<file path="src/rtl/tlk2711_pkg.sv">
// ---------------------------------------------------------------------------
// tlk2711_pkg
// Shared definitions for the TLK2711 register bridge: AXI response codes,
// the write/read FSM state encodings and the default register bus width.
// ---------------------------------------------------------------------------
package tlk2711_pkg;

    localparam logic [1:0] RESP_OKAY   = 2'b00;
    localparam logic [1:0] RESP_SLVERR = 2'b10;

    localparam int DEF_REG_ADDR_WIDTH = 16;

    typedef enum logic [1:0] {
        WR_IDLE,
        WR_ISSUE,
        WR_RESP
    } wr_state_t;

    typedef enum logic [1:0] {
        RD_IDLE,
        RD_ISSUE,
        RD_WAIT,
        RD_RESP
    } rd_state_t;

endpackage

</file>
<file path="src/rtl/tlk2711_reg_bridge.sv">
// ---------------------------------------------------------------------------
// tlk2711_reg_bridge
// AXI4-Lite slave that turns PS register accesses into single-cycle strobes
// on the TLK2711 register bus and returns the sampled bus read data.
//
// Ports:
//   ps_clk, ps_rst          clock, asynchronous active-low reset
//   s_axil_aw*/w*/b*        AXI-Lite write address, data and response
//   s_axil_ar*/r*           AXI-Lite read address and data
//   o_reg_wen/waddr/wdata   register write strobe, address, data
//   o_reg_ren/raddr         register read strobe, address
//   i_reg_rdata             register read data (A and B channels OR'd)
//
// The write and read FSMs are independent. Every output is driven from a
// register or decoded from registered state only, so no strobe can glitch.
// ---------------------------------------------------------------------------
module tlk2711_reg_bridge
    import tlk2711_pkg::*;
#(
    parameter int AXI_ADDR_WIDTH = 32,
    parameter int REG_ADDR_WIDTH = DEF_REG_ADDR_WIDTH,
    parameter int REG_DATA_WIDTH = 64,
    parameter int ADDR_SHIFT     = 3,
    parameter int RD_LATENCY     = 1
) (
    input  logic                        ps_clk,
    input  logic                        ps_rst,
    input  logic [AXI_ADDR_WIDTH-1:0]   s_axil_awaddr,
    input  logic                        s_axil_awvalid,
    output logic                        s_axil_awready,
    input  logic [REG_DATA_WIDTH-1:0]   s_axil_wdata,
    input  logic [REG_DATA_WIDTH/8-1:0] s_axil_wstrb,
    input  logic                        s_axil_wvalid,
    output logic                        s_axil_wready,
    output logic [1:0]                  s_axil_bresp,
    output logic                        s_axil_bvalid,
    input  logic                        s_axil_bready,
    input  logic [AXI_ADDR_WIDTH-1:0]   s_axil_araddr,
    input  logic                        s_axil_arvalid,
    output logic                        s_axil_arready,
    output logic [REG_DATA_WIDTH-1:0]   s_axil_rdata,
    output logic [1:0]                  s_axil_rresp,
    output logic                        s_axil_rvalid,
    input  logic                        s_axil_rready,
    output logic                        o_reg_wen,
    output logic [REG_ADDR_WIDTH-1:0]   o_reg_waddr,
    output logic [REG_DATA_WIDTH-1:0]   o_reg_wdata,
    output logic                        o_reg_ren,
    output logic [REG_ADDR_WIDTH-1:0]   o_reg_raddr,
    input  logic [REG_DATA_WIDTH-1:0]   i_reg_rdata
);

    localparam int STRB_WIDTH = REG_DATA_WIDTH / 8;

    // ------------------------------------------------------------------
    // Write path state
    // ------------------------------------------------------------------
    wr_state_t                   wrState_q,  wrState_d;
    logic                        awHeld_q,   awHeld_d;
    logic                        wHeld_q,    wHeld_d;
    logic [AXI_ADDR_WIDTH-1:0]   awAddr_q,   awAddr_d;
    logic [REG_DATA_WIDTH-1:0]   wData_q,    wData_d;
    logic [STRB_WIDTH-1:0]       wStrb_q,    wStrb_d;
    logic                        regWen_q,   regWen_d;
    logic [REG_ADDR_WIDTH-1:0]   regWaddr_q, regWaddr_d;
    logic [REG_DATA_WIDTH-1:0]   regWdata_q, regWdata_d;
    logic                        bvalid_q,   bvalid_d;
    logic [1:0]                  bresp_q,    bresp_d;

    logic                        awFire;
    logic                        wFire;
    logic [AXI_ADDR_WIDTH-1:0]   awAddrEff;
    logic [REG_DATA_WIDTH-1:0]   wDataEff;
    logic [STRB_WIDTH-1:0]       wStrbEff;
    logic                        wrLegal;

    // ------------------------------------------------------------------
    // Read path state
    // ------------------------------------------------------------------
    rd_state_t                   rdState_q,  rdState_d;
    logic                        rdBad_q,    rdBad_d;
    logic [2:0]                  rdCnt_q,    rdCnt_d;
    logic                        regRen_q,   regRen_d;
    logic [REG_ADDR_WIDTH-1:0]   regRaddr_q, regRaddr_d;
    logic                        rvalid_q,   rvalid_d;
    logic [REG_DATA_WIDTH-1:0]   rdata_q,    rdata_d;
    logic [1:0]                  rresp_q,    rresp_d;

    // Readies are decoded from registered state only: awready/wready drop
    // once their half of the write is held and come back after the response.
    assign s_axil_awready = (wrState_q == WR_IDLE) && !awHeld_q;
    assign s_axil_wready  = (wrState_q == WR_IDLE) && !wHeld_q;
    assign s_axil_arready = (rdState_q == RD_IDLE);

    assign s_axil_bvalid  = bvalid_q;
    assign s_axil_bresp   = bresp_q;
    assign s_axil_rvalid  = rvalid_q;
    assign s_axil_rdata   = rdata_q;
    assign s_axil_rresp   = rresp_q;
    assign o_reg_wen      = regWen_q;
    assign o_reg_waddr    = regWaddr_q;
    assign o_reg_wdata    = regWdata_q;
    assign o_reg_ren      = regRen_q;
    assign o_reg_raddr    = regRaddr_q;

    assign awFire    = s_axil_awvalid && s_axil_awready;
    assign wFire     = s_axil_wvalid && s_axil_wready;
    // Whichever half arrives last is taken straight from the bus so the
    // ISSUE-cycle outputs can be registered on the completing handshake.
    assign awAddrEff = awHeld_q ? awAddr_q : s_axil_awaddr;
    assign wDataEff  = wHeld_q ? wData_q : s_axil_wdata;
    assign wStrbEff  = wHeld_q ? wStrb_q : s_axil_wstrb;
    assign wrLegal   = (awAddrEff[ADDR_SHIFT-1:0] == '0) && (&wStrbEff);

    // Write FSM: collect AW and W in either order, pulse the register write
    // strobe for one cycle (legal accesses only), then hold the response.
    always_comb begin
        wrState_d  = wrState_q;
        awHeld_d   = awHeld_q;
        wHeld_d    = wHeld_q;
        awAddr_d   = awAddr_q;
        wData_d    = wData_q;
        wStrb_d    = wStrb_q;
        regWen_d   = 1'b0;
        regWaddr_d = regWaddr_q;
        regWdata_d = regWdata_q;
        bvalid_d   = bvalid_q;
        bresp_d    = bresp_q;
        case (wrState_q)
            WR_IDLE: begin
                if (awFire) begin
                    awHeld_d = 1'b1;
                    awAddr_d = s_axil_awaddr;
                end
                if (wFire) begin
                    wHeld_d = 1'b1;
                    wData_d = s_axil_wdata;
                    wStrb_d = s_axil_wstrb;
                end
                if ((awHeld_q || awFire) && (wHeld_q || wFire)) begin
                    wrState_d = WR_ISSUE;
                    if (wrLegal) begin
                        regWen_d   = 1'b1;
                        regWaddr_d = REG_ADDR_WIDTH'(awAddrEff >> ADDR_SHIFT);
                        regWdata_d = wDataEff;
                        bresp_d    = RESP_OKAY;
                    end else begin
                        bresp_d    = RESP_SLVERR;
                    end
                end
            end
            WR_ISSUE: begin
                wrState_d = WR_RESP;
                bvalid_d  = 1'b1;
            end
            WR_RESP: begin
                if (s_axil_bready) begin
                    wrState_d = WR_IDLE;
                    bvalid_d  = 1'b0;
                    awHeld_d  = 1'b0;
                    wHeld_d   = 1'b0;
                end
            end
            default: begin
                wrState_d = WR_IDLE;
            end
        endcase
    end

    // Read FSM: latch the request, pulse the read strobe, wait RD_LATENCY
    // cycles for the bus data, then hold the response until accepted.
    always_comb begin
        rdState_d  = rdState_q;
        rdBad_d    = rdBad_q;
        rdCnt_d    = rdCnt_q;
        regRen_d   = 1'b0;
        regRaddr_d = regRaddr_q;
        rvalid_d   = rvalid_q;
        rdata_d    = rdata_q;
        rresp_d    = rresp_q;
        case (rdState_q)
            RD_IDLE: begin
                if (s_axil_arvalid) begin
                    rdState_d = RD_ISSUE;
                    rdBad_d   = (s_axil_araddr[ADDR_SHIFT-1:0] != '0);
                    if (s_axil_araddr[ADDR_SHIFT-1:0] == '0) begin
                        regRen_d   = 1'b1;
                        regRaddr_d = REG_ADDR_WIDTH'(s_axil_araddr >> ADDR_SHIFT);
                    end
                end
            end
            RD_ISSUE: begin
                if (rdBad_q) begin
                    rdState_d = RD_RESP;
                    rdata_d   = '0;
                    rresp_d   = RESP_SLVERR;
                    rvalid_d  = 1'b1;
                end else if (RD_LATENCY == 0) begin
                    rdState_d = RD_RESP;
                    rdata_d   = i_reg_rdata;
                    rresp_d   = RESP_OKAY;
                    rvalid_d  = 1'b1;
                end else begin
                    rdState_d = RD_WAIT;
                    rdCnt_d   = 3'd1;
                end
            end
            RD_WAIT: begin
                // The counter names the cycle after the strobe, starting at 1.
                if (rdCnt_q == 3'(RD_LATENCY)) begin
                    rdState_d = RD_RESP;
                    rdata_d   = i_reg_rdata;
                    rresp_d   = RESP_OKAY;
                    rvalid_d  = 1'b1;
                end else begin
                    rdCnt_d   = rdCnt_q + 3'd1;
                end
            end
            RD_RESP: begin
                if (s_axil_rready) begin
                    rdState_d = RD_IDLE;
                    rvalid_d  = 1'b0;
                end
            end
            default: begin
                rdState_d = RD_IDLE;
            end
        endcase
    end

    // State registers for both directions; reset discards any held request.
    always_ff @(posedge ps_clk or negedge ps_rst) begin
        if (!ps_rst) begin
            wrState_q  <= WR_IDLE;
            awHeld_q   <= 1'b0;
            wHeld_q    <= 1'b0;
            awAddr_q   <= '0;
            wData_q    <= '0;
            wStrb_q    <= '0;
            regWen_q   <= 1'b0;
            regWaddr_q <= '0;
            regWdata_q <= '0;
            bvalid_q   <= 1'b0;
            bresp_q    <= RESP_OKAY;
            rdState_q  <= RD_IDLE;
            rdBad_q    <= 1'b0;
            rdCnt_q    <= 3'd0;
            regRen_q   <= 1'b0;
            regRaddr_q <= '0;
            rvalid_q   <= 1'b0;
            rdata_q    <= '0;
            rresp_q    <= RESP_OKAY;
        end else begin
            wrState_q  <= wrState_d;
            awHeld_q   <= awHeld_d;
            wHeld_q    <= wHeld_d;
            awAddr_q   <= awAddr_d;
            wData_q    <= wData_d;
            wStrb_q    <= wStrb_d;
            regWen_q   <= regWen_d;
            regWaddr_q <= regWaddr_d;
            regWdata_q <= regWdata_d;
            bvalid_q   <= bvalid_d;
            bresp_q    <= bresp_d;
            rdState_q  <= rdState_d;
            rdBad_q    <= rdBad_d;
            rdCnt_q    <= rdCnt_d;
            regRen_q   <= regRen_d;
            regRaddr_q <= regRaddr_d;
            rvalid_q   <= rvalid_d;
            rdata_q    <= rdata_d;
            rresp_q    <= rresp_d;
        end
    end

endmodule

</file>
<file path="config.mk">
export PLATFORM = sky130hd
export DESIGN_NAME = tlk2711_reg_bridge
export DESIGN_NICKNAME = d
export VERILOG_FILES = /design/src/rtl/tlk2711_pkg.sv /design/src/rtl/tlk2711_reg_bridge.sv
export SDC_FILE = /design/constraint.sdc
export NUM_CORES = 1
export LEC_CHECK = 0
export ABC_AREA = 1
export ABC_CLOCK_PERIOD_IN_PS = 4900
export BUFFER_PORTS_ARGS = -buffer_cell sky130_fd_sc_hd__buf_2
export CAP_MARGIN = 20
export CORE_MARGIN = 4
export CORE_UTILIZATION = 40
export CTS_BUF_LIST = sky130_fd_sc_hd__clkbuf_2 sky130_fd_sc_hd__clkbuf_4 sky130_fd_sc_hd__clkbuf_8
export DETAILED_ROUTE_END_ITERATION = 7
export GPL_ROUTABILITY_DRIVEN = 0
export GPL_TIMING_DRIVEN = 0
export PLACE_DENSITY = 0.75
export SKIP_CTS_REPAIR_TIMING = 1
export SLEW_MARGIN = 30
export SYNTH_ARGS = -nofsm -noshare
export SYNTH_HDL_FRONTEND = slang
export SYNTH_SLANG_ARGS = --single-unit
</file>
<file path="constraint.sdc">
create_clock -name ps_clk -period 4.9 [get_ports ps_clk]
set_clock_uncertainty 0.05 [all_clocks]
set_input_delay 1.47 -clock ps_clk [delete_from_list [all_inputs] [get_ports ps_clk]]
set_output_delay 1.47 -clock ps_clk [all_outputs]
set_load 0.01 [all_outputs]
</file>
Word level (Yosys, flattened, before mapping)
Index checks and enable logic that the tools add are counted.
{"block": "word_totals", "regBits": 269, "inputBits": 207, "word_cells": 107}
{"block": "classes", "n_addsub": 1, "reduce_logical": 34, "eq_ne": 16, "muxes": 37}
{"cell": "$mux W64", "n": 3}
{"cell": "$pmux W64 S2", "n": 1}
{"cell": "$reduce_and A3 Y1", "n": 7}
{"cell": "$mux W19", "n": 1}
{"cell": "$ne A2 B2 Y1 const B", "n": 9}
{"cell": "$mux W2", "n": 8}
{"cell": "$mux W1", "n": 13}
{"cell": "$reduce_and A2 Y1", "n": 6}
{"cell": "$mux W8", "n": 1}
{"cell": "$pmux W2 S4", "n": 1}
{"cell": "$reduce_and A8 Y1", "n": 1}
{"cell": "$eq A2 B2 Y1 const B", "n": 3}
{"cell": "$logic_and A1 B1 Y1", "n": 6}
{"cell": "$logic_not A3 Y1", "n": 2}
{"cell": "$mux W3", "n": 2}
{"cell": "$pmux W1 S2", "n": 3}
{"cell": "$pmux W2 S3", "n": 1}
{"cell": "$pmux W3 S2", "n": 1}
{"cell": "$reduce_bool A2 Y1", "n": 3}
{"cell": "$reduce_bool A3 Y1", "n": 2}
{"cell": "$eq A2 B1 Y1 const B", "n": 2}
{"cell": "$logic_not A2 Y1", "n": 2}
{"cell": "$pmux W2 S2", "n": 1}
{"cell": "$reduce_and A4 Y1", "n": 1}
{"cell": "other kinds (6)", "n": 8}

Longest topological paths before layout
Gate-level depths: netlist of the first run.
{"block": "logic_depth", "word_depth": 7, "depth_mapped": 11, "mapped_depth_nobuf": 9}

Worst setup path before layout of the first run
No wires, ideal clock.
{"block": "synth_path", "kind": "input-to-reg", "startpoint": "in s_axil_wvalid", "endpoint": "reg regWaddr_q[0] (netlist: o_reg_waddr[0])", "t_required_ns": 4.733, "arrival_ns": 2.400, "setup_time_ns": 0.117, "path_slack_ns": 2.334, "cell_stages": 9, "path_cell_list": "buf_4 inv_1 nand2_1 o211ai_1 nor2_4 nand2_4 buf_6 nand2_1 nand2_1"}
{"block": "synth_between", "elab_chain_len": 4}
{"element": "from (decl)", "line_no": "tlk2711_reg_bridge.sv:33", "source": "input logic s_axil_wvalid,"}
{"element": "$logic_and A1 B1 Y1", "line_no": "tlk2711_reg_bridge.sv:107", "source": "assign wFire = s_axil_wvalid && s_axil_wready;"}
{"element": "$logic_or A1 B1 Y1", "line_no": "tlk2711_reg_bridge.sv:140", "source": "if ((awHeld_q || awFire) && (wHeld_q || wFire)) begin"}
{"element": "$logic_and A1 B1 Y1", "line_no": "tlk2711_reg_bridge.sv:140"}
{"element": "$reduce_and A3 Y1 (no source line)"}
{"element": "to (signal assigned)", "line_no": "tlk2711_reg_bridge.sv:261", "source": "regWaddr_q <= regWaddr_d;"}
{"element": "to (decl)", "line_no": "tlk2711_reg_bridge.sv:65", "source": "logic [REG_ADDR_WIDTH-1:0] regWaddr_q, regWaddr_d;"}
No other way between the ends.
A chain may end at the register's enable or synchronous reset.

Final worst setup path of the first run
{"block": "layout_path", "startpoint": "reg wHeld_q", "endpoint": "out s_axil_wready"}
{"block": "layout_between", "elab_chain_len": 2}
{"element": "from (decl)", "line_no": "tlk2711_reg_bridge.sv:60", "source": "logic wHeld_q, wHeld_d;"}
{"element": "from (signal assigned)", "line_no": "tlk2711_reg_bridge.sv:256", "source": "wHeld_q <= wHeld_d;"}
{"element": "$logic_not A1 Y1", "line_no": "tlk2711_reg_bridge.sv:92", "source": "assign s_axil_wready = (wrState_q == WR_IDLE) && !wHeld_q;"}
{"element": "$logic_and A1 B1 Y1", "line_no": "tlk2711_reg_bridge.sv:92"}
{"element": "to (decl)", "line_no": "tlk2711_reg_bridge.sv:34", "source": "output logic s_axil_wready,"}
No other way between the ends.

==> impl_metrics.tcl, run 1 <==
set metrics [dict create \
    switching_share_pct 38.0 \
    r2r_end "s_axil_rdata[7]$_DFFE_PN0P_" \
    rsz0062_at_grt "no" \
    syn_area_per_cell_um2 8.39 \
    p_per_area_nw_per_um2 549 \
    rows 61 \
    synth_top_family_by_area "simple AND/OR/NAND/NOR gates" \
    grt_max_degree 81 \
    hold_start "o_reg_waddr[1]$_DFFE_PN0P_" \
    arrival_ns 1.62 \
    layout.nets 1993 \
    leakagePower_nw 8.46 \
    met2WireLength_um 16200 \
    setup_ws_ns 1.76 \
    pwr-share-seq_pct 38.8 \
    synth-seq-cells 267 \
    end_kind "output port" \
    ios 378 \
    cts_buffers 47 \
    insertion_delay_ns 0.56 \
    yosys.area_share.adder_pct 0.757 \
    synth.cell_area_um2 11600 \
    synth-simple-area-share_pct 23.1 \
    pre_cts_ws_ns 1.78 \
    pwr-share-comb_pct 34.2 \
    finalSetupViolations 0 \
    synthXorXnorAreaFrac_pct 0 \
    drc 0 \
    track_usage_pct 21.0 \
    cts.root.buffer_cell "clkbuf_8" \
    final_cell_mix "nand2_1 (543), buf_2 (386), dfrtp_1 (267), o21ai_0 (178), inv_1 (101)" \
    path_max_fanout 10 \
    power.switching_mw 3.10 \
    met1Wirelength_um 13500 \
    die_x_um 178 \
    clk_pin_slew_worst_paths_ns 0.06 \
    finalCriticalPeriod_ns 3.14 \
    r2r_setup_slack_ns 2.78 \
    area_growth_pct 28.8 \
    ys_types 26 \
    highest_layer "met5" \
    clockBufferDepth 3 \
    ys_warn_count 0 \
    wl_um 34100 \
    mostFrequentLayoutCell "nand2_1" \
    grt_pass1_vias 10800 \
    muxShareOfSynthArea_pct 0 \
    drt_iter0_drc 653 \
    synth_compound_area_share_pct 10.7 \
    clock.fmax_mhz 319 \
    cts.htree.levels 2 \
    holdWs_ns 0.413 \
    cap_violations 0 \
    hp-class "reg -> reg" \
    drtPass1Iterations 5 \
    max-vdd-ir-drop_mv 0.309 \
    dpl.hpwl_um 25100 \
    post-route-period-util_pct 64.0 \
    synth_top_area_cell "dfrtp_1" \
    crit_type "reg -> out" \
    r2r_cells 10 \
    synth_top_cell_area_share_pct 57.8 \
    cp.required_ns 3.38 \
    clkPwrFrac_pct 27.1 \
    antenna_found_initial 8 \
    drv_slew 0 \
    drtAntennaViolNets 0 \
    postSynthCellCount 1378 \
    reg2reg_from "rdState_q[1]$_DFFE_PN0P_" \
    num_vias 10700 \
    avgViaCountPerCell 4.89 \
    io_buffers 348 \
    die_h_um 178 \
    cts_sinks 267 \
    hold_end "o_reg_waddr[1]$_DFFE_PN0P_" \
    core-area_um2 28200 \
    grt_pass1_wl_um 53800 \
    met3WireLength_um 3150 \
    hold_violations 0 \
    wl_per_cell_um 15.6 \
    cts_tree "built" \
    status "finished, final reports clean" \
    hold_depth 2 \
    ys_seq_area_share_pct 57.8 \
    die-area_um2 31700 \
    worstSetupStartpointType "flop" \
    drive_above_1_share_pct 27.7 \
    initial_utilization_pct 41.1 \
    synthTopCellsByArea "dfrtp_1 (58%), nand2_1 (18%), o21ai_0 (7.7%), nand3_1 (4.0%), inv_1 (3.3%)" \
    nFillCells 2582 \
    grt_overflow 0 \
    p_int_mw 5.07 \
]
[state kept, by name, summed over array words and instances (netlist names), 2 cells and up]
register      count
awAddr_q         19
s_axil_rdata     64
o_reg_raddr      16
wData_q          64
wrState_q         2
rdState_q         2
o_reg_waddr      16
wStrb_q           8
o_reg_wdata      64
rdCnt_q           3
[logic make-up (layout without fill, tap and decap cells)]
group / after synthesis / count (layout)
other: 1 / 6
buffers and inverters: 192 / 623
adders and majority gates: 7 / 7
DFF: 267 / 267
AOI/OAI and AO/OA: 245 / 245
and+or+nand+nor: 666 / 666
[layout make-up]
cell class,instances,area [um^2],share of cell area (%)
clock inverter,14,156,1.05
sequential,267,6680,44.8
tap,378,473,3.17
timing repair buffer,351,1830,12.3
multi-input combinational,920,4010,26.9
buffer,87,484,3.25
clock buffer,66,858,5.76
inverter,105,394,2.65
antenna,4,10.0,0.0672
[worst max-delay path by stage]
stage / end / from / depth (start not counted)
after global routing: s_axil_wready / wHeld_q$_DFFE_PN0P_ / 4
after global placement: s_axil_rdata[15]$_DFFE_PN0P_ / ps_rst / 1
after CTS: s_axil_wready / wHeld_q$_DFFE_PN0P_ / 4
after floorplan: o_reg_waddr[0]$_DFFE_PN0P_ / s_axil_wvalid / 9
after detailed placement: o_reg_wdata[57]$_DFFE_PN0P_ / s_axil_wvalid / 9
final: s_axil_wready / wHeld_q$_DFFE_PN0P_ / 4
[stage by stage]
stage / util [%] / setup TNS, ns / std cells / cell area [um^2] / power [mW]
finish: 52.9 / 0 / 2192 / 14900 / 8.18
global route: 52.9 / 0 / 2191 / 14900 / 8.80
global placement: 48.9 / -670.82 / 2105 / 13800 / 5.87
detailed placement: 49.3 / 0 / 2108 / 13900 / 5.99
CTS: 52.9 / 0 / 2188 / 14900 / 8.26
floorplan: - / 0 / 1379 / 11600 / 4.94
[power by group through the flow]
stage / clock network, mW / registers (mW) / logic [mW]
finish: 2.21 / 3.17 / 2.79
floorplan: 0 / 3.25 / 1.69
CTS: 2.27 / 3.16 / 2.82
detailed placement: 0 / 3.19 / 2.81
global placement: 0 / 3.16 / 2.71
global route: 2.38 / 3.23 / 3.18
[critical path: stages (launching register included)]
cell     delay (ns)
dfrtp_1        0.36
buf_4          0.18
buf_6          0.17
nor2_8         0.17
buf_2          0.17
[cells in the mapped netlist]
cell / number
nand2_1: 543
dfrtp_1: 267
o21ai_0: 178
inv_1: 101
nand3_1: 92
o21ai_1: 56
buf_2: 39
clkbuf_1: 28
nor2_1: 20
buf_4: 11
buf_6: 9
a21oi_1: 7
ha_1: 7
inv_2: 3
nand2_2: 3
nor2_4: 3
o211ai_1: 2
clkinv_1: 1
conb_1: 1
nand2_4: 1
nand3b_1: 1
nor2_8: 1
nor3_1: 1
o22ai_1: 1
o32ai_1: 1
or2_2: 1
[per-layer routing]
metal	GRT usage, %	vias up
met2	34.8	427
met5	0	-
met3	5.93	97
met1	25.7	5028
met4	9.02	10
li1	-	5166
Note: power is estimated with default switching activity, not from simulation.
==> inputs of run 2 (changes only) <==
--- a/config.mk
+++ b/config.mk
@@ -5,8 +5,8 @@
 export SDC_FILE = /design/constraint.sdc
 export NUM_CORES = 1
 export LEC_CHECK = 0
-export ABC_AREA = 1
-export ABC_CLOCK_PERIOD_IN_PS = 4900
+export ABC_AREA = 0
+export ABC_CLOCK_PERIOD_IN_PS = 3100
 export BUFFER_PORTS_ARGS = -buffer_cell sky130_fd_sc_hd__buf_2
 export CAP_MARGIN = 20
 export CORE_MARGIN = 4
==> constraint.sdc (replaced) <==
create_clock -name ps_clk -period 3.1 [get_ports ps_clk]
set_clock_uncertainty 0.05 [all_clocks]
set_input_delay 0.93 -clock ps_clk [delete_from_list [all_inputs] [get_ports ps_clk]]
set_output_delay 0.93 -clock ps_clk [all_outputs]
set_load 0.01 [all_outputs]
==> impl_metrics.tcl, run 2 <==
set metrics [dict create \
    die_x_um 180 \
    finalSetupViolations 0 \
    clock.fmax_mhz 396 \
    dpl.hpwl_um 23400 \
    synth_top_cell_area_share_pct 56.5 \
    avgViaCountPerCell 4.88 \
    finalCriticalPeriod_ns 2.53 \
    final_cell_mix "buf_2 (360), dfrtp_1 (267), mux2_2 (179), nand2_1 (137), mux2_4 (88)" \
    drtAntennaViolNets 0 \
    grt_max_degree 84 \
    synth-seq-cells 267 \
    power_mw 13.5 \
    cts_tree "built" \
    num_vias 8213 \
    cts.root.buffer_cell "clkbuf_8" \
    instances_no_fill 1682 \
    wl_um 31600 \
    grt_overflow 0 \
    crit_type "reg -> out" \
    dp.cells 1601 \
    syn_area_per_cell_um2 13.7 \
    drtPass1Iterations 4 \
    relSlewSlack_pct 60.0 \
    r2r_cells 7 \
    async_reset_ff_share_pct 100 \
    synthTopCellsByCount "dfrtp_1 (267), mux2_2 (179), nand2_1 (137)" \
    ios 378 \
    status "finished, final reports clean" \
    synth.most_common_cell "dfrtp_1" \
    r2r_end "s_axil_rdata[52]$_DFFE_PN0P_" \
    cts.htree.levels 2 \
    p_int_mw 9.01 \
    p_per_area_nw_per_um2 893 \
    path_max_fanout 9 \
    insertion_delay_ns 0.55 \
    synthTopCellsByArea "dfrtp_1 (56%), mux2_2 (17%), mux2_4 (11%), nand2_1 (4.3%), o21ai_0 (3.1%)" \
    ys_warn_count 0 \
    postSynthCellCount 864 \
    mostFrequentLayoutCell "buf_2" \
    leakagePower_nw 7.69 \
    grt_pass1_vias 8997 \
    io_buffers 349 \
    drv_slew 0 \
    synthFlopType "dfrtp_1" \
    grt_pass1_wl_um 50400 \
    cts_buffers 47 \
    initial_utilization_pct 40.9 \
    synth.cell_area_um2 11800 \
    hold_violations 0 \
    track_usage_pct 19.0 \
    die-area_um2 32400 \
    layout.nets 1480 \
    drt_iter0_drc 308 \
    die_h_um 180 \
    cts_sinks 267 \
    synth_top_area_cell "dfrtp_1" \
    switching_share_pct 33.4 \
    clkPwrFrac_pct 25.8 \
    r2r_setup_slack_ns 0.72 \
    pwr-share-seq_pct 38.8 \
    pwr-share-comb_pct 35.5 \
    arrival_ns 1.55 \
    fin_util_pct 52.4 \
    drive_above_1_share_pct 57.2 \
    rows 62 \
    cp.required_ns 2.12 \
    synth_edf_count 0 \
    worst_pin_slew_ns 0.601 \
    antenna_found_initial 0 \
    hp-class "in -> async" \
    reg2reg_from "rdState_q[0]$_DFFE_PN0P_" \
    clk_pin_slew_worst_paths_ns 0.06 \
    cap_violations 0 \
    drc 0 \
    max-vdd-ir-drop_mv 0.652 \
    end_kind "output port" \
    core-area_um2 28900 \
    worstSetupStartpointType "flop" \
    ys_types 38 \
    post-route-period-util_pct 81.5 \
    ys_seq_area_share_pct 56.5 \
    diodes 0 \
    area_growth_pct 28.2 \
    wl_per_cell_um 18.8 \
    rsz0062_at_grt "no" \
    power.switching_mw 4.53 \
    clockBufferDepth 3 \
    holdWs_ns 0.281 \
]
-- run 2: cell count changes in the layout (fill, tap and decap cells not counted), sizes merged, moves of 4 or more --
| cell | before | now |
|---|---|---|
| buf | 410 | 391 |
| clkbuf | 94 | 88 |
| clkinv | 9 | 4 |
| diode | 4 | 0 |
| inv | 104 | 15 |
| mux2 | 0 | 267 |
| nand2 | 547 | 137 |
| nand3 | 92 | 2 |
| nand4 | 0 | 4 |
| nor2 | 24 | 3 |
| nor3 | 1 | 6 |
| o21ai | 234 | 75 |
-- run 2: cell families (layout without fill, tap and decap cells) --
group                      after synthesis  count (layout)  share of synthesized area, %
AOI/OAI and AO/OA                       92              92                          4.23
adders and majority gates                7               7                         0.740
buffers and inverters                   68             501                          4.38
DFF                                    267             267                          56.5
muxes                                  268             268                          28.3
other                                    1               2                        0.0317
and+or+nand+nor                        161             161                          5.85
-- run 2: area by class of cell --
| cell class | count | area, um^2 |
|---|---|---|
| Fill cell | 2430 | 13800 |
| Inverter | 13 | 48.8 |
| Buffer | 55 | 469 |
| Clock buffer | 72 | 885 |
| Sequential cell | 267 | 6680 |
| Clock inverter | 9 | 128 |
| Timing Repair Buffer | 352 | 1840 |
| Tap cell | 384 | 480 |
| Multi-Input combinational cell | 530 | 4630 |
-- run 2: power by group through the flow --
stage,Sequential [mW],Combinational [mW],Clock (mW)
4_1_cts,5.24,4.90,3.58
5_1_grt,5.38,5.31,3.76
2_1_floorplan,5.39,3.02,0
3_3_place_gp,5.21,4.72,0
6_report,5.25,4.80,3.49
3_5_place_dp,5.28,4.88,0
-- run 2: metrics by stage --
step | instance area (um^2) | setup WS [ns] | TNS, ns
2_1_floorplan | 11800 | 0.921 | 0
3_3_place_gp | 14100 | -3.89 | -1030.84
3_5_place_dp | 14200 | 0.531 | 0
4_1_cts | 15200 | 0.495 | 0
5_1_grt | 15200 | 0.456 | 0
6_report | 15200 | 0.575 | 0
-- run 2: how the worst max path moves through the flow --
stage	from	to	slack, ns	cells past startpoint
final	wrState_q[1]$_DFFE_PN0P_	s_axil_wready	0.57	3
after global routing	wrState_q[1]$_DFFE_PN0P_	s_axil_wready	0.46	3
after CTS	wrState_q[1]$_DFFE_PN0P_	s_axil_wready	0.50	3
after detailed placement	s_axil_wstrb[7]	o_reg_wdata[47]$_DFFE_PN0P_	0.53	7
after global placement	ps_rst	s_axil_rdata[21]$_DFFE_PN0P_	-3.89	1
after floorplan	s_axil_awaddr[0]	o_reg_waddr[0]$_DFFE_PN0P_	0.92	5
-- run 2: routing by layer --
| metal | GRT usage [%] | part of all wire, % | vias to the layer above |
|---|---|---|---|
| met5 | 0 | 0 | - |
| met4 | 5.91 | 2.7 | 0 |
| met3 | 6.08 | 8.5 | 64 |
| met2 | 32.7 | 49 | 338 |
| met1 | 22.9 | 40 | 4006 |
| li1 | - | - | 3805 |
-- run 2: critical path: stages (launching register included) --
cell and delay (ns):
dfrtp_1 0.36, buf_2 0.18, nor3_1 0.26, buf_2 0.21
==> inputs of run 3 (changes only) <==
--- a/config.mk
+++ b/config.mk
@@ -6,7 +6,7 @@
 export NUM_CORES = 1
 export LEC_CHECK = 0
 export ABC_AREA = 0
-export ABC_CLOCK_PERIOD_IN_PS = 3100
+export ABC_CLOCK_PERIOD_IN_PS = 2120
 export BUFFER_PORTS_ARGS = -buffer_cell sky130_fd_sc_hd__buf_2
 export CAP_MARGIN = 20
 export CORE_MARGIN = 4
@@ -15,7 +15,7 @@
 export DETAILED_ROUTE_END_ITERATION = 7
 export GPL_ROUTABILITY_DRIVEN = 0
 export GPL_TIMING_DRIVEN = 0
-export PLACE_DENSITY = 0.75
+export PLACE_DENSITY = 0.78
 export SKIP_CTS_REPAIR_TIMING = 1
 export SLEW_MARGIN = 30
 export SYNTH_ARGS = -nofsm -noshare
==> constraint.sdc (replaced) <==
create_clock -name ps_clk -period 2.12 [get_ports ps_clk]
set_clock_uncertainty 0.05 [all_clocks]
set_input_delay 0.636 -clock ps_clk [delete_from_list [all_inputs] [get_ports ps_clk]]
set_output_delay 0.636 -clock ps_clk [all_outputs]
set_load 0.01 [all_outputs]
==> impl_metrics.tcl, run 3 (same netlist as run 2, synthesis figures left out) <==
set metrics [dict create \
    status "finished, final reports clean" \
    cp.required_ns 1.43 \
    pre_cts_ws_ns -0.163 \
    rows 62 \
    wl_per_cell_um 18.9 \
    relSlewSlack_pct 58.3 \
    cp_slowest_cell "dfrtp_2" \
    clockBufferDepth 3 \
    finalSetupViolations 0 \
    dp.cells 1601 \
    wl_um 32000 \
    die_x_um 180 \
    slowest_delay_ns 0.44 \
    grt_pass1_vias 9072 \
    hold_violations 0 \
    insertion_delay_ns 0.55 \
    placed_area_um2 14200 \
    cp.depth 3 \
    p_per_area_nw_per_um2 1300 \
    core-area_um2 28900 \
    num_vias 8289 \
    layout.nets 1489 \
    grt_pass1_wl_um 50500 \
    final_cell_mix "buf_2 (354), dfrtp_1 (265), mux2_2 (179), nand2_1 (137), mux2_4 (88)" \
    avgViaCountPerCell 4.90 \
    die_h_um 180 \
    multi_input_area_um2 4670 \
    drtAntennaViolNets 0 \
    drtPass1Iterations 4 \
    crit_family "flip-flops" \
    finalCriticalPeriod_ns 2.07 \
    die-area_um2 32400 \
    hp-class "in -> async" \
    r2r_setup_slack_ns 0.12 \
    reg2reg_from "rdState_q[0]$_DFFE_PN0P_" \
    clock.fmax_mhz 483 \
    drt_iter0_drc 344 \
    path_cells "buf_12 > nor3_4 > buf_2" \
    worstSetupStartpointType "flop" \
    track_usage_pct 19.3 \
    leakagePower_nw 7.76 \
    clk_pin_slew_worst_paths_ns 0.06 \
    initial_utilization_pct 40.9 \
    grt_max_degree 78 \
    drv_slew 0 \
    drc 0 \
    antenna_found_initial 4 \
    crit_type "reg -> out" \
    cts_sinks 267 \
    regArea_um2 6680 \
    cap_violations 0 \
    post-route-period-util_pct 97.7 \
    area_growth_pct 29.5 \
    max-vdd-ir-drop_mv 1.02 \
    path_max_fanout 3 \
    cts_buffers 46 \
    nFillCells 2461 \
    worst_pin_slew_ns 0.625 \
    end_kind "output port" \
    ios 378 \
    mostFrequentLayoutCell "buf_2" \
    cp-startpoint "awHeld_q$_DFFE_PN0P_" \
    grt_overflow 0 \
    fin_area_um2 15300 \
    cts_tree "built" \
    drive_above_1_share_pct 58.8 \
    setup_ws_ns 0.0480 \
    cts.root.buffer_cell "clkbuf_8" \
    r2r_cells 10 \
    io_buffers 349 \
    path_buf_inv 2 \
    cts.htree.levels 2 \
    rsz0062_at_grt "yes" \
    arrival_ns 1.39 \
    instances_no_fill 1693 \
    dpl.hpwl_um 24000 \
]
==> run 3: cell count changes in the layout (fill, tap and decap cells not counted), sizes merged, moves of 2 or more <==
cell and delta:
diode +3, bufinv -2, buf +10, clkinv -3
inv -2, clkbuf +4
==> run 3: layout make-up <==
class                           instances  share of cell area, %
Multi-Input combinational cell        530                   30.5
Clock inverter                          3                  0.278
Antenna cell                            3                 0.0490
Inverter                               13                  0.319
Buffer                                 55                   3.36
Tap cell                              384                   3.14
Timing Repair Buffer                  362                   12.6
Sequential cell                       267                   43.6
Clock buffer                           76                   6.18
==> run 3: power by group <==
group	switching [mW]	internal (mW)
combinational	3.71	3.61
clock	2.05	2.91
sequential	0.921	6.78
total	6.68	13.3
==> run 3: routing by layer <==
layer	vias to the layer above	track usage, %	share of wire (%)
li1	3828	-	-
met1	4049	22.0	38
met2	336	33.4	49
met3	74	6.53	8.3
met4	2	7.68	3.8
met5	-	0	0.053
==> run 3: worst reg2reg max path, cell delays in order (launching register included) <==
cell and delay (ns):
dfrtp_1 0.43, inv_2 0.12, ha_1 0.17, buf_6 0.15, nor2_1 0.05, a211o_1 0.26, buf_6 0.16, buf_6 0.14
buf_4 0.17, nand2_1 0.08, o21ai_0 0.08
==> run 3: final timing paths <==
kind / endpoint
worst max register to register: s_axil_rdata[44]$_DFFE_PN0P_
worst max-delay path: s_axil_awready
max in group asynchronous: wrState_q[0]$_DFFE_PN0P_
worst min-delay path: o_reg_wdata[6]$_DFFE_PN0P_
worst min register to register: s_axil_rdata[34]$_DFFE_PN0P_
min in group ps_clk: o_reg_raddr[10]$_DFFE_PN0P_
==> run 3: through the flow <==
| stage | util [%] | TNS (ns) | hold WS (ns) | power, mW |
|---|---|---|---|---|
| CTS | 52.3 | -4.53 | 0.0132 | 19.9 |
| global route | 52.9 | -0.0330 | 0.0329 | 21.3 |
| global placement | 48.6 | -1216.16 | 0.407 | 14.5 |
| finish | 52.9 | 0 | 0.0209 | 20.0 |
| floorplan | - | 0 | 0.290 | 12.3 |
| detailed placement | 48.9 | -14.34 | 0.415 | 14.9 |
